**src/rtl/md_pkg.sv**
```systemverilog
// Shared encodings for the multiply/divide sequencer.
// Optional feature macro: MD_EARLY_OUT_EN (see md_sequencer.sv).
package md_pkg;

    typedef enum logic [1:0] {
        MD_MULT  = 2'b00,
        MD_MULTU = 2'b01,
        MD_DIV   = 2'b10,
        MD_DIVU  = 2'b11
    } md_op_e;

    typedef enum logic [1:0] {
        S_IDLE = 2'b00,
        S_CALC = 2'b01,
        S_FIX  = 2'b10
    } md_state_e;

endpackage

```
**src/rtl/md_sequencer_if.sv**
```systemverilog
// Core-side issue/result bundle of the multiply/divide sequencer.
// Optional feature macro: MD_EARLY_OUT_EN (see md_sequencer.sv).
interface md_sequencer_if #(
    parameter int WIDTH = 32
);
    import md_pkg::*;

    logic             start;
    md_op_e           op;
    logic [WIDTH-1:0] a;
    logic [WIDTH-1:0] b;
    logic             hilo_rd;
    logic             busy;
    logic             stall;
    logic             done;
    logic             dbz;
    logic [WIDTH-1:0] hi;
    logic [WIDTH-1:0] lo;

    modport master (
        output start, op, a, b, hilo_rd,
        input  busy, stall, done, dbz, hi, lo
    );

    modport slave (
        input  start, op, a, b, hilo_rd,
        output busy, stall, done, dbz, hi, lo
    );

endinterface

```
**src/rtl/md_addsub.sv**
```systemverilog
// Adder/subtractor with carry out, used for both step math and sign fix.
// Optional feature macro: MD_EARLY_OUT_EN (see md_sequencer.sv).
module md_addsub #(
    parameter int WIDTH = 33
) (
    input  logic [WIDTH-1:0] x,
    input  logic [WIDTH-1:0] y,
    input  logic             sub,
    output logic [WIDTH-1:0] sum,
    output logic             co
);

    assign {co, sum} = {1'b0, x} + {1'b0, y ^ {WIDTH{sub}}}
                     + {{WIDTH{1'b0}}, sub};

endmodule

```
**src/rtl/md_sequencer.sv**
```systemverilog
// Iterative MULT/MULTU/DIV/DIVU unit with HI/LO result registers.
// Optional feature macro: MD_EARLY_OUT_EN (early multiply exit).
module md_sequencer
    import md_pkg::*;
#(
    parameter int WIDTH = 32
) (
    input logic          clk,
    input logic          reset,
    md_sequencer_if.slave bus
);

    localparam int CW = $clog2(WIDTH) + 1;
    localparam int AW = 2 * WIDTH + 1;

    md_state_e        state, state_nxt;
    logic [CW-1:0]    cnt;
    logic [AW-1:0]    acc, acc_step, acc_calc;
    logic [WIDTH-1:0] opnd;
    logic             is_mul, neg_lo, neg_hi, div_zero;
    logic             done_q, dbz_q;
    logic [WIDTH-1:0] hi_q, lo_q;

    logic             signed_op, op_mul, b_zero, a_neg, b_neg;
    logic [WIDTH-1:0] a_mag, b_mag;
    logic             early, last;
    logic [WIDTH:0]   ls_x, ls_y, ls_sum, hs_x, hs_y, hs_sum;
    logic             ls_sub, hs_sub, ls_co, hs_co;
    logic [WIDTH-1:0] res_hi, res_lo;
    logic             unused_bits;

    assign signed_op = (bus.op == MD_MULT) || (bus.op == MD_DIV);
    assign op_mul    = (bus.op == MD_MULT) || (bus.op == MD_MULTU);
    assign b_zero    = !op_mul && (bus.b == '0);
    assign a_neg     = signed_op && bus.a[WIDTH-1];
    assign b_neg     = signed_op && bus.b[WIDTH-1];
    // A zero divisor keeps the raw dividend so it falls out as the remainder.
    assign a_mag     = (a_neg && !b_zero) ? -bus.a : bus.a;
    assign b_mag     = b_neg ? -bus.b : bus.b;

    md_addsub #(.WIDTH(WIDTH + 1)) u_lo (
        .x(ls_x), .y(ls_y), .sub(ls_sub), .sum(ls_sum), .co(ls_co)
    );

    md_addsub #(.WIDTH(WIDTH + 1)) u_hi (
        .x(hs_x), .y(hs_y), .sub(hs_sub), .sum(hs_sum), .co(hs_co)
    );

    always_comb begin
        ls_x   = {1'b0, acc[2*WIDTH-1:WIDTH]};
        ls_y   = '0;
        ls_sub = 1'b0;
        hs_x   = '0;
        hs_y   = '0;
        hs_sub = 1'b0;
        if (state == S_FIX) begin
            ls_x   = '0;
            ls_y   = {1'b0, acc[WIDTH-1:0]};
            ls_sub = 1'b1;
            if (is_mul) begin
                // High word of a 2W negate: ~hi plus borrow out of low word.
                hs_x = {1'b0, ~acc[2*WIDTH-1:WIDTH]};
                hs_y = {{WIDTH{1'b0}}, ls_co};
            end else begin
                hs_y   = {1'b0, acc[2*WIDTH-1:WIDTH]};
                hs_sub = 1'b1;
            end
        end else if (is_mul) begin
            ls_x = acc[2*WIDTH:WIDTH];
            ls_y = acc[0] ? {1'b0, opnd} : '0;
        end else begin
            ls_x   = acc[2*WIDTH-1:WIDTH-1];
            ls_y   = {1'b0, opnd};
            ls_sub = 1'b1;
        end
    end

    always_comb begin
        acc_step = '0;
        if (is_mul) begin
            acc_step = {1'b0, ls_sum, acc[WIDTH-1:1]};
        end else begin
            acc_step = {1'b0, ls_co ? ls_sum[WIDTH-1:0] : ls_x[WIDTH-1:0],
                        acc[WIDTH-2:0], ls_co};
        end
    end

`ifdef MD_EARLY_OUT_EN
    logic [WIDTH-1:0] eo_mask;
    assign eo_mask  = (WIDTH'(1) << (cnt - CW'(1))) - WIDTH'(1);
    assign early    = is_mul && ((acc_step[WIDTH-1:0] & eo_mask) == '0);
    assign acc_calc = early ? acc_step >> (cnt - CW'(1)) : acc_step;
`else
    assign early    = 1'b0;
    assign acc_calc = acc_step;
`endif

    assign last        = (cnt == CW'(1)) || early;
    assign res_lo      = neg_lo ? ls_sum[WIDTH-1:0] : acc[WIDTH-1:0];
    assign res_hi      = neg_hi ? hs_sum[WIDTH-1:0] : acc[2*WIDTH-1:WIDTH];
    assign unused_bits = ^{hs_co, hs_sum[WIDTH]};

    always_ff @(posedge clk or negedge reset) begin
        if (!reset) state <= S_IDLE;
        else        state <= state_nxt;
    end

    always_comb begin
        state_nxt = state;
        unique case (1'b1)
            state == S_IDLE: if (bus.start) state_nxt = S_CALC;
            state == S_CALC: if (last) state_nxt = S_FIX;
            state == S_FIX:  state_nxt = S_IDLE;
            default:         state_nxt = S_IDLE;
        endcase
    end

    always_ff @(posedge clk or negedge reset) begin
        if (!reset) begin
            cnt      <= '0;
            acc      <= '0;
            opnd     <= '0;
            is_mul   <= 1'b0;
            neg_lo   <= 1'b0;
            neg_hi   <= 1'b0;
            div_zero <= 1'b0;
            done_q   <= 1'b0;
            dbz_q    <= 1'b0;
            hi_q     <= '0;
            lo_q     <= '0;
        end else begin
            done_q <= 1'b0;
            case (state)
                S_IDLE: if (bus.start) begin
                    cnt      <= CW'(WIDTH);
                    opnd     <= op_mul ? a_mag : b_mag;
                    acc      <= {{(WIDTH + 1){1'b0}}, op_mul ? b_mag : a_mag};
                    is_mul   <= op_mul;
                    neg_lo   <= (a_neg ^ b_neg) && !b_zero;
                    neg_hi   <= op_mul ? (a_neg ^ b_neg) : (a_neg && !b_zero);
                    div_zero <= b_zero;
                    dbz_q    <= 1'b0;
                end
                S_CALC: begin
                    cnt <= cnt - CW'(1);
                    acc <= acc_calc;
                end
                S_FIX: begin
                    hi_q   <= res_hi;
                    lo_q   <= res_lo;
                    done_q <= 1'b1;
                    dbz_q  <= div_zero;
                end
                default: ;
            endcase
        end
    end

    assign bus.busy  = (state == S_CALC) || (state == S_FIX);
    assign bus.stall = bus.busy && bus.hilo_rd;
    assign bus.done  = done_q;
    assign bus.dbz   = dbz_q;
    assign bus.hi    = hi_q;
    assign bus.lo    = lo_q;

endmodule

```
**src/flat_wrapper.sv**
```systemverilog
// flat-port wrapper written by rule: the top's interface ports become plain ports
module md_sequencer_flat import md_pkg::*;
#(
    parameter int WIDTH = 32
)
  (clk, reset, bus_start, bus_op, bus_a, bus_b, bus_hilo_rd, bus_busy, bus_stall, bus_done, bus_dbz, bus_hi, bus_lo);
  md_sequencer_if #(.WIDTH(WIDTH)) bus_i ();
  input logic clk;
  input logic reset;
  input wire logic [$bits(bus_i.start)-1:0] bus_start;
  input wire logic [$bits(bus_i.op)-1:0] bus_op;
  input wire logic [$bits(bus_i.a)-1:0] bus_a;
  input wire logic [$bits(bus_i.b)-1:0] bus_b;
  input wire logic [$bits(bus_i.hilo_rd)-1:0] bus_hilo_rd;
  output wire logic [$bits(bus_i.busy)-1:0] bus_busy;
  output wire logic [$bits(bus_i.stall)-1:0] bus_stall;
  output wire logic [$bits(bus_i.done)-1:0] bus_done;
  output wire logic [$bits(bus_i.dbz)-1:0] bus_dbz;
  output wire logic [$bits(bus_i.hi)-1:0] bus_hi;
  output wire logic [$bits(bus_i.lo)-1:0] bus_lo;
  assign bus_i.start = bus_start;
  assign bus_i.op = bus_op;
  assign bus_i.a = bus_a;
  assign bus_i.b = bus_b;
  assign bus_i.hilo_rd = bus_hilo_rd;
  assign bus_busy = bus_i.busy;
  assign bus_stall = bus_i.stall;
  assign bus_done = bus_i.done;
  assign bus_dbz = bus_i.dbz;
  assign bus_hi = bus_i.hi;
  assign bus_lo = bus_i.lo;
  md_sequencer #(.WIDTH(WIDTH)) u_core (.clk(clk), .reset(reset), .bus(bus_i));
endmodule
```
**config.mk**
```make
export PLATFORM = sky130hd
export DESIGN_NAME = md_sequencer_flat
export DESIGN_NICKNAME = d
export VERILOG_FILES = /design/src/rtl/md_pkg.sv /design/src/rtl/md_sequencer_if.sv /design/src/rtl/md_addsub.sv /design/src/rtl/md_sequencer.sv /design/src/flat_wrapper.sv
export SDC_FILE = /design/constraint.sdc
export NUM_CORES = 1
export LEC_CHECK = 0
export CAP_MARGIN = 20
export CORE_MARGIN = 10
export CORE_UTILIZATION = 40
export CTS_BUF_LIST = sky130_fd_sc_hd__clkbuf_4
export DETAILED_ROUTE_END_ITERATION = 10
export SKIP_LAST_GASP = 1
export SYNTH_ARGS = -nofsm -noshare
export SYNTH_HDL_FRONTEND = slang
export SYNTH_SLANG_ARGS = --single-unit
```
**constraint.sdc**
```tcl
create_clock -name clk -period 10.42 [get_ports clk]
set_clock_uncertainty 0.1 [all_clocks]
set_input_delay 2.084 -clock clk [delete_from_list [all_inputs] [get_ports clk]]
set_output_delay 2.084 -clock clk [all_outputs]
set_load 0.01 [all_outputs]
```
==> flow_summary.toml, run 1 <==
[status]
status = "complete, no violations"

[die]
fp.dieW_um = 212
core_sq_um = 36400
dieArea_sq_um = 44900
ios = 138
dieHeight_um = 212
initial_core_util = 0.404
rows = 70

[route]
ant_nets = 0
drc_errors = 0
viasPerCell = 5.68
firstDrtPassIters = 5
wl_mm = 45.9
wire_per_inst_um = 18.7
num_vias = 13900
drtIter0Drc = 975

[global_route]
first_global_vias = 13300
grt_pass1_wl_mm = 73.7
antenna_found_initial = 1
grt_max_degree = 107
grt_usage = 0.203
grt-ovfl-total = 0

[worst_hold_path]
min_path_cells = 1
hold_path_class = "reg2reg"
hp-start = "u_core.bus.lo[29]"

[cts]
cts_buffers = 17
clock_latency_ns = 0.62
postCtsHoldBufs = 0
clock-root-buffer = "clkbuf_4"
numClockSinks = 174
clockBufferDepth = 2
htreeDepth = 4
cts_tree = "built"
post_cts_resize_count = 0
cts_setup_buffers = 0
clk_pin_slew_ns = 0.17

[power_and_ir_drop]
p_per_area_nw_per_um2 = 326
vdd_drop_max_mv = 0.145
leakagePower_uw = 0.00731
total_power_uw = 5460

[timing]
slew-limit-headroom = 0.366
fin_ws_ns = 3.25
report.final.slew_viol_count = 0
final_hold_viol_count = 0
setup_viol = 0
hold_ws_ns = 0.394
fin_tns_setup_ns = 0
max_freq_ghz = 0.139
rsz0062_at_grt = "no"
tightest_slew_ns = 0.927
post-route-period-util = 0.689
min_period_ns = 7.17

[worst_setup_path]
crit_path_start = "u_core.state[0]"
cp-endpoint = "u_core.bus.hi[30]"
rr_endpoint = "u_core.bus.hi[30]"
regToRegSetupSlack_ns = 3.25
worstSetupPathType = "reg2reg"
cp-start-kind = "flip-flop"
end_kind = "flip-flop"
r2r_start = "u_core.state[0]"
arrival_ns = 7.63
critPathMaxFanout = 80
reg2reg_depth = 25
cp.required_ns = 10.87

[final_layout]
nNetsFinal = 2112
syn_to_final_growth_pct = 13.7
layout-drive-gt1-share = 0.0544

[synth]
synthDistinctLibCells = 67
synth_edf_count = 0
syn_nets = 2053
syn_avg_cell_area_sq_um = 7.70
synth-main-ff-cell = "dfrtp_1"
yosysWarnings = 0
synth_async_sr_flop_share = 1.00
ys_ff_latch = 174
synthCells = 1912
syn_area_sq_um = 14700
synth_seq_area_share = 0.296

[placed_design]
pre_cts_ws_ns = 3.35
port_buffers = 137
place_congestion = 0.893
hpwlAfterDp_mm = 34.8

[job]
cap_viol_max_count = 0
## cell type report
class,instances,area (sq um)
diodes,1,2.50
clock buffers,17,128
clock inverters,15,146
fillers,3736,19700
inverters,42,158
multi-input cells,1573,9780
flip-flops and latches,174,4360
well taps,468,586
repair buffers,163,1580
## state kept, by name, indices dropped and copies added (netlist names)
register,count
u_core.bus.dbz,1
u_core.state,2
u_core.neg_hi,1
u_core.opnd,32
u_core.neg_lo,1
u_core.is_mul,1
u_core.bus.done,1
u_core.bus.hi,32
u_core.cnt,6
u_core.acc,64
u_core.div_zero,1
u_core.bus.lo,32
## worst min path at each step
stage and end:
4_1_cts u_core.bus.lo[29], 5_1_grt u_core.bus.lo[28], 3_3_place_gp u_core.bus.hi[14], 3_5_place_dp u_core.bus.lo[29], 2_1_floorplan u_core.opnd[30], 6_report u_core.bus.lo[29]
## power breakdown
| part | internal (uW) | total [uW] | switching [uW] |
|---|---|---|---|
| Sequential | 984 | 1370 | 384 |
| Clock | 108 | 394 | 287 |
| Combinational | 1460 | 3690 | 2240 |
| Total | 2550 | 5460 | 2910 |
## stage by stage
stage	util	area, sq um	cells
floorplan	-	14700	1912
global placement	0.451	16400	2419
detailed placement	0.451	16400	2419
CTS	0.459	16700	2451
global route	0.459	16700	2453
finish	0.459	16700	2453
## cells by family (layout without fill, tap and decap cells)
family	count (synthesis)	after routing	share of synthesized area
multiplexers	117	117	0.0819
adder cells (fa/ha/maj)	71	71	0.0614
other	0	1	0
AND/OR/NAND/NOR	646	646	0.193
buffers and inverters	165	237	0.0423
flip-flops	174	174	0.296
AO/OA/AOI/OAI	625	625	0.258
XOR/XNOR	114	114	0.0678
## layout by cell type, fill, tap and decap left out, types with 11 or more instances in the layout
| cell type | Yosys | final |
|---|---|---|
| clkdlybuf4s50_1 | 0 | 135 |
| ha_1 | 69 | 68 |
| a21oi_1 | 262 | 262 |
| inv_1 | 41 | 41 |
| dfrtp_1 | 174 | 173 |
| a21o_1 | 34 | 34 |
| mux2i_1 | 90 | 90 |
| nor3_1 | 38 | 38 |
| xor2_1 | 52 | 52 |
| clkbuf_4 | 0 | 17 |
| o31ai_1 | 14 | 14 |
| a31oi_1 | 14 | 14 |
| nand3_1 | 22 | 22 |
| mux2_2 | 27 | 27 |
| nand2_1 | 178 | 177 |
| and2_1 | 15 | 15 |
| o211ai_1 | 13 | 13 |
| nand4_1 | 12 | 12 |
| nor2_1 | 299 | 299 |
| xnor2_1 | 62 | 62 |
| a211oi_1 | 67 | 67 |
| and3_1 | 19 | 19 |
| o21a_1 | 11 | 11 |
| o21ai_0 | 126 | 126 |
| buf_4 | 0 | 25 |
## routing by layer
layer / global-route usage / share of wire / vias up
met5: 0 / 0 / -
met4: 0.0419 / 0.0099 / 0
met3: 0.0238 / 0.049 / 24
met2: 0.321 / 0.45 / 346
met1: 0.289 / 0.49 / 6550
li1: - / - / 7007
## synth_stat cells, types with 10 or more instances
master | number | area (sq um)
a211oi_1 | 67 | 503
a21o_1 | 34 | 255
a21oi_1 | 262 | 1310
a22o_1 | 10 | 87.6
a31oi_1 | 14 | 87.6
and2_1 | 15 | 93.8
and3_1 | 19 | 119
buf_1 | 15 | 56.3
clkbuf_1 | 105 | 394
dfrtp_1 | 174 | 4350
ha_1 | 69 | 863
inv_1 | 41 | 154
mux2_2 | 27 | 304
mux2i_1 | 90 | 901
nand2_1 | 178 | 668
nand3_1 | 22 | 110
nand4_1 | 12 | 75.1
nor2_1 | 299 | 1120
nor3_1 | 38 | 190
nor4_1 | 10 | 62.6
o211ai_1 | 13 | 97.6
o21a_1 | 11 | 82.6
o21ai_0 | 126 | 631
o31ai_1 | 14 | 105
xnor2_1 | 62 | 543
xor2_1 | 52 | 455
## worst max-delay path: stages (launching register included)
cell and delay (ns):
dfrtp_1 0.44, inv_1 0.13, ha_4 0.71, buf_4 0.65
a21oi_1 0.14, ha_1 0.40, nand2_1 0.14, o21ai_0 0.30
a211oi_1 0.08, nor3_1 0.45, nor2_1 0.14, and2_1 0.19
buf_4 0.26, a21boi_0 0.29, fa_1 0.27, a21oi_1 0.10
o21ai_0 0.26, a22oi_1 0.19, a31o_2 0.28, a2111oi_0 0.43
buf_4 0.21, o2111ai_1 0.11, a31oi_1 0.22, nand3_1 0.13
a211o_1 0.31, nand3_1 0.08
Note: power is estimated with default switching activity, not from simulation.
==> run 2, diff against run 1 <==
- clock period: 10.42 -> 6.6 ns (I/O delays scaled with it)
==> run 2 against run 1 <==
Compared with the run above: global-route usage up 0.59 points; utilization up 0.59 points; via count down 0.39%; register-to-register slack worse by 2.7 ns; die area unchanged; final cell count up 0.53%; worst hold slack better by 0.0046 ns; total power up 61%; non-clock buffer count up 13; critical path depth down 3; final area up 1.3%; maximum frequency up 19%; critical path type unchanged; largest cell class unchanged.
==> flow_summary.toml, run 2 (synthesized netlist as in run 1, its figures left out) <==
[status]
status = "complete, no violations"

[final_layout]
regMostFlops = "u_core.acc"
syn_to_final_growth_pct = 15.2
largest_reg_flops = 64
final_cell_mix = "nor2_1, a21oi_1, nand2_1"
layout-drive-gt1-share = 0.0611
final_common_cell = "nor2_1"
nNetsFinal = 2125

[worst_setup_path]
cp.required_ns = 7.03
cp-start-kind = "flip-flop"
arrival_ns = 6.48
critPathMaxFanout = 27
end_kind = "flip-flop"
worstSetupPathType = "reg2reg"

[route]
ant_nets = 0
wl_mm = 47.1
drtIter0Drc = 931
drc_errors = 0
firstDrtPassIters = 7
wire_per_inst_um = 19.1
viasPerCell = 5.63
num_vias = 13900

[job]
cap_viol_max_count = 0

[timing]
fin_tns_setup_ns = 0
max_freq_ghz = 0.165
tightest_slew_ns = 0.879
report.final.slew_viol_count = 0
post-route-period-util = 0.917
min_period_ns = 6.05
setup_viol = 0
rsz0062_at_grt = "no"
slew-limit-headroom = 0.414
final_hold_viol_count = 0

[power_and_ir_drop]
p_per_area_nw_per_um2 = 519
leakagePower_uw = 0.00741
total_power_uw = 8800
vdd_drop_max_mv = 0.196

[global_route]
grt.met3_usage = 0.0308
grt_pass1_wl_mm = 75.4
top_usage_layer = "met2"
grt_usage = 0.209
grt.met2_usage = 0.327
first_global_vias = 13500
use_met1 = 0.295
grt-ovfl-total = 0
antenna_found_initial = 1
grt_max_degree = 151

[cts]
clk_pin_slew_ns = 0.18
clock-root-buffer = "clkbuf_4"
cts_buffers = 17
postCtsHoldBufs = 0
clock_latency_ns = 0.64
clockBufferDepth = 2
cts_tree = "built"
numClockSinks = 174
htreeDepth = 4

[die]
fp.dieW_um = 212
dieHeight_um = 212
ios = 138
core_sq_um = 36400
rows = 70
initial_core_util = 0.404
dieArea_sq_um = 44900

[worst_hold_path]
hold_path_class = "reg2reg"

[placed_design]
port_buffers = 137
hpwlAfterDp_mm = 35.7
place_congestion = 0.918
## run 2: changes by cell type in the layout (fill, tap and decap cells not counted), sizes merged
cell,before,now
dlymetal6s2s,0,1
buf,28,39
clkinvlp,0,1
clkbuf,17,18
inv,49,48
## run 2: through the flow
step	cells	area (sq um)	utilization	setup WS [ns]	hold slack [ns]
after floorplan	1912	14700	-	0.0502	0.363
after global placement	2428	16500	0.454	0.533	0.361
after detailed placement	2430	16600	0.455	0.409	0.370
after CTS	2462	16900	0.463	0.345	0.406
after global routing	2466	17000	0.465	0.0232	0.424
final	2466	17000	0.465	0.549	0.398
## run 2: path summary, 6_finish.rpt
check                                  start                end  slack (ns)  cells past startpoint
setup / recovery               u_core.is_mul  u_core.bus.hi[24]        0.55                     22
hold / removal             u_core.bus.lo[23]  u_core.bus.lo[23]        0.40                      1
setup reg to reg               u_core.is_mul  u_core.bus.hi[24]        0.55                     22
hold reg to reg            u_core.bus.lo[23]  u_core.bus.lo[23]        0.40                      1
max in group asynchronous              reset      u_core.is_mul        4.84                      2
min in group asynchronous              reset   u_core.bus.hi[8]        0.51                      1
## run 2: area by class of cell
type                    instances  area, sq um
clock inverters                15          190
diodes                          1         2.50
flip-flops and latches        174         4360
fillers                      3651        19500
inverters                      42          158
multi-input cells            1573         9780
well taps                     468          586
clock buffers                  17          128
repair buffers                176         1750
## run 2: timing repair
item | CTS | global route
resized for setup | 0 | 3
buffers inserted | 0 | 1
endpoints found under the setup margin | 0 | 3
## run 2: worst max-delay path, cell delays in order, from the launching register on
cell and delay, ns:
dfrtp_4 0.57, and2_2 0.38, a211oi_1 0.30, a21oi_1 0.07, ha_1 0.39, o21ai_0 0.13, a22oi_1 0.36, nand4_1 0.15
a31oi_1 0.32, o21ai_0 0.21, and2_1 0.21, a21boi_0 0.26, fa_1 0.28, a21oi_1 0.09, o21ai_0 0.23, a22oi_1 0.18
a31o_2 0.28, a2111oi_1 0.42, buf_4 0.21, o21ai_0 0.11, a21boi_0 0.30, o31ai_1 0.13, a211o_1 0.27
## run 2: power by group
group	internal, uW	switching (uW)	leakage (uW)
clock	182	491	0.000163
combinational	2380	3660	0.00506
sequential	1550	534	0.00219
## run 2: routing by layer
| metal | up-vias | share of wire |
|---|---|---|
| li1 | 7018 | - |
| met2 | 363 | 0.45 |
| met5 | - | 0 |
| met3 | 29 | 0.051 |
| met1 | 6462 | 0.49 |
| met4 | 0 | 0.011 |
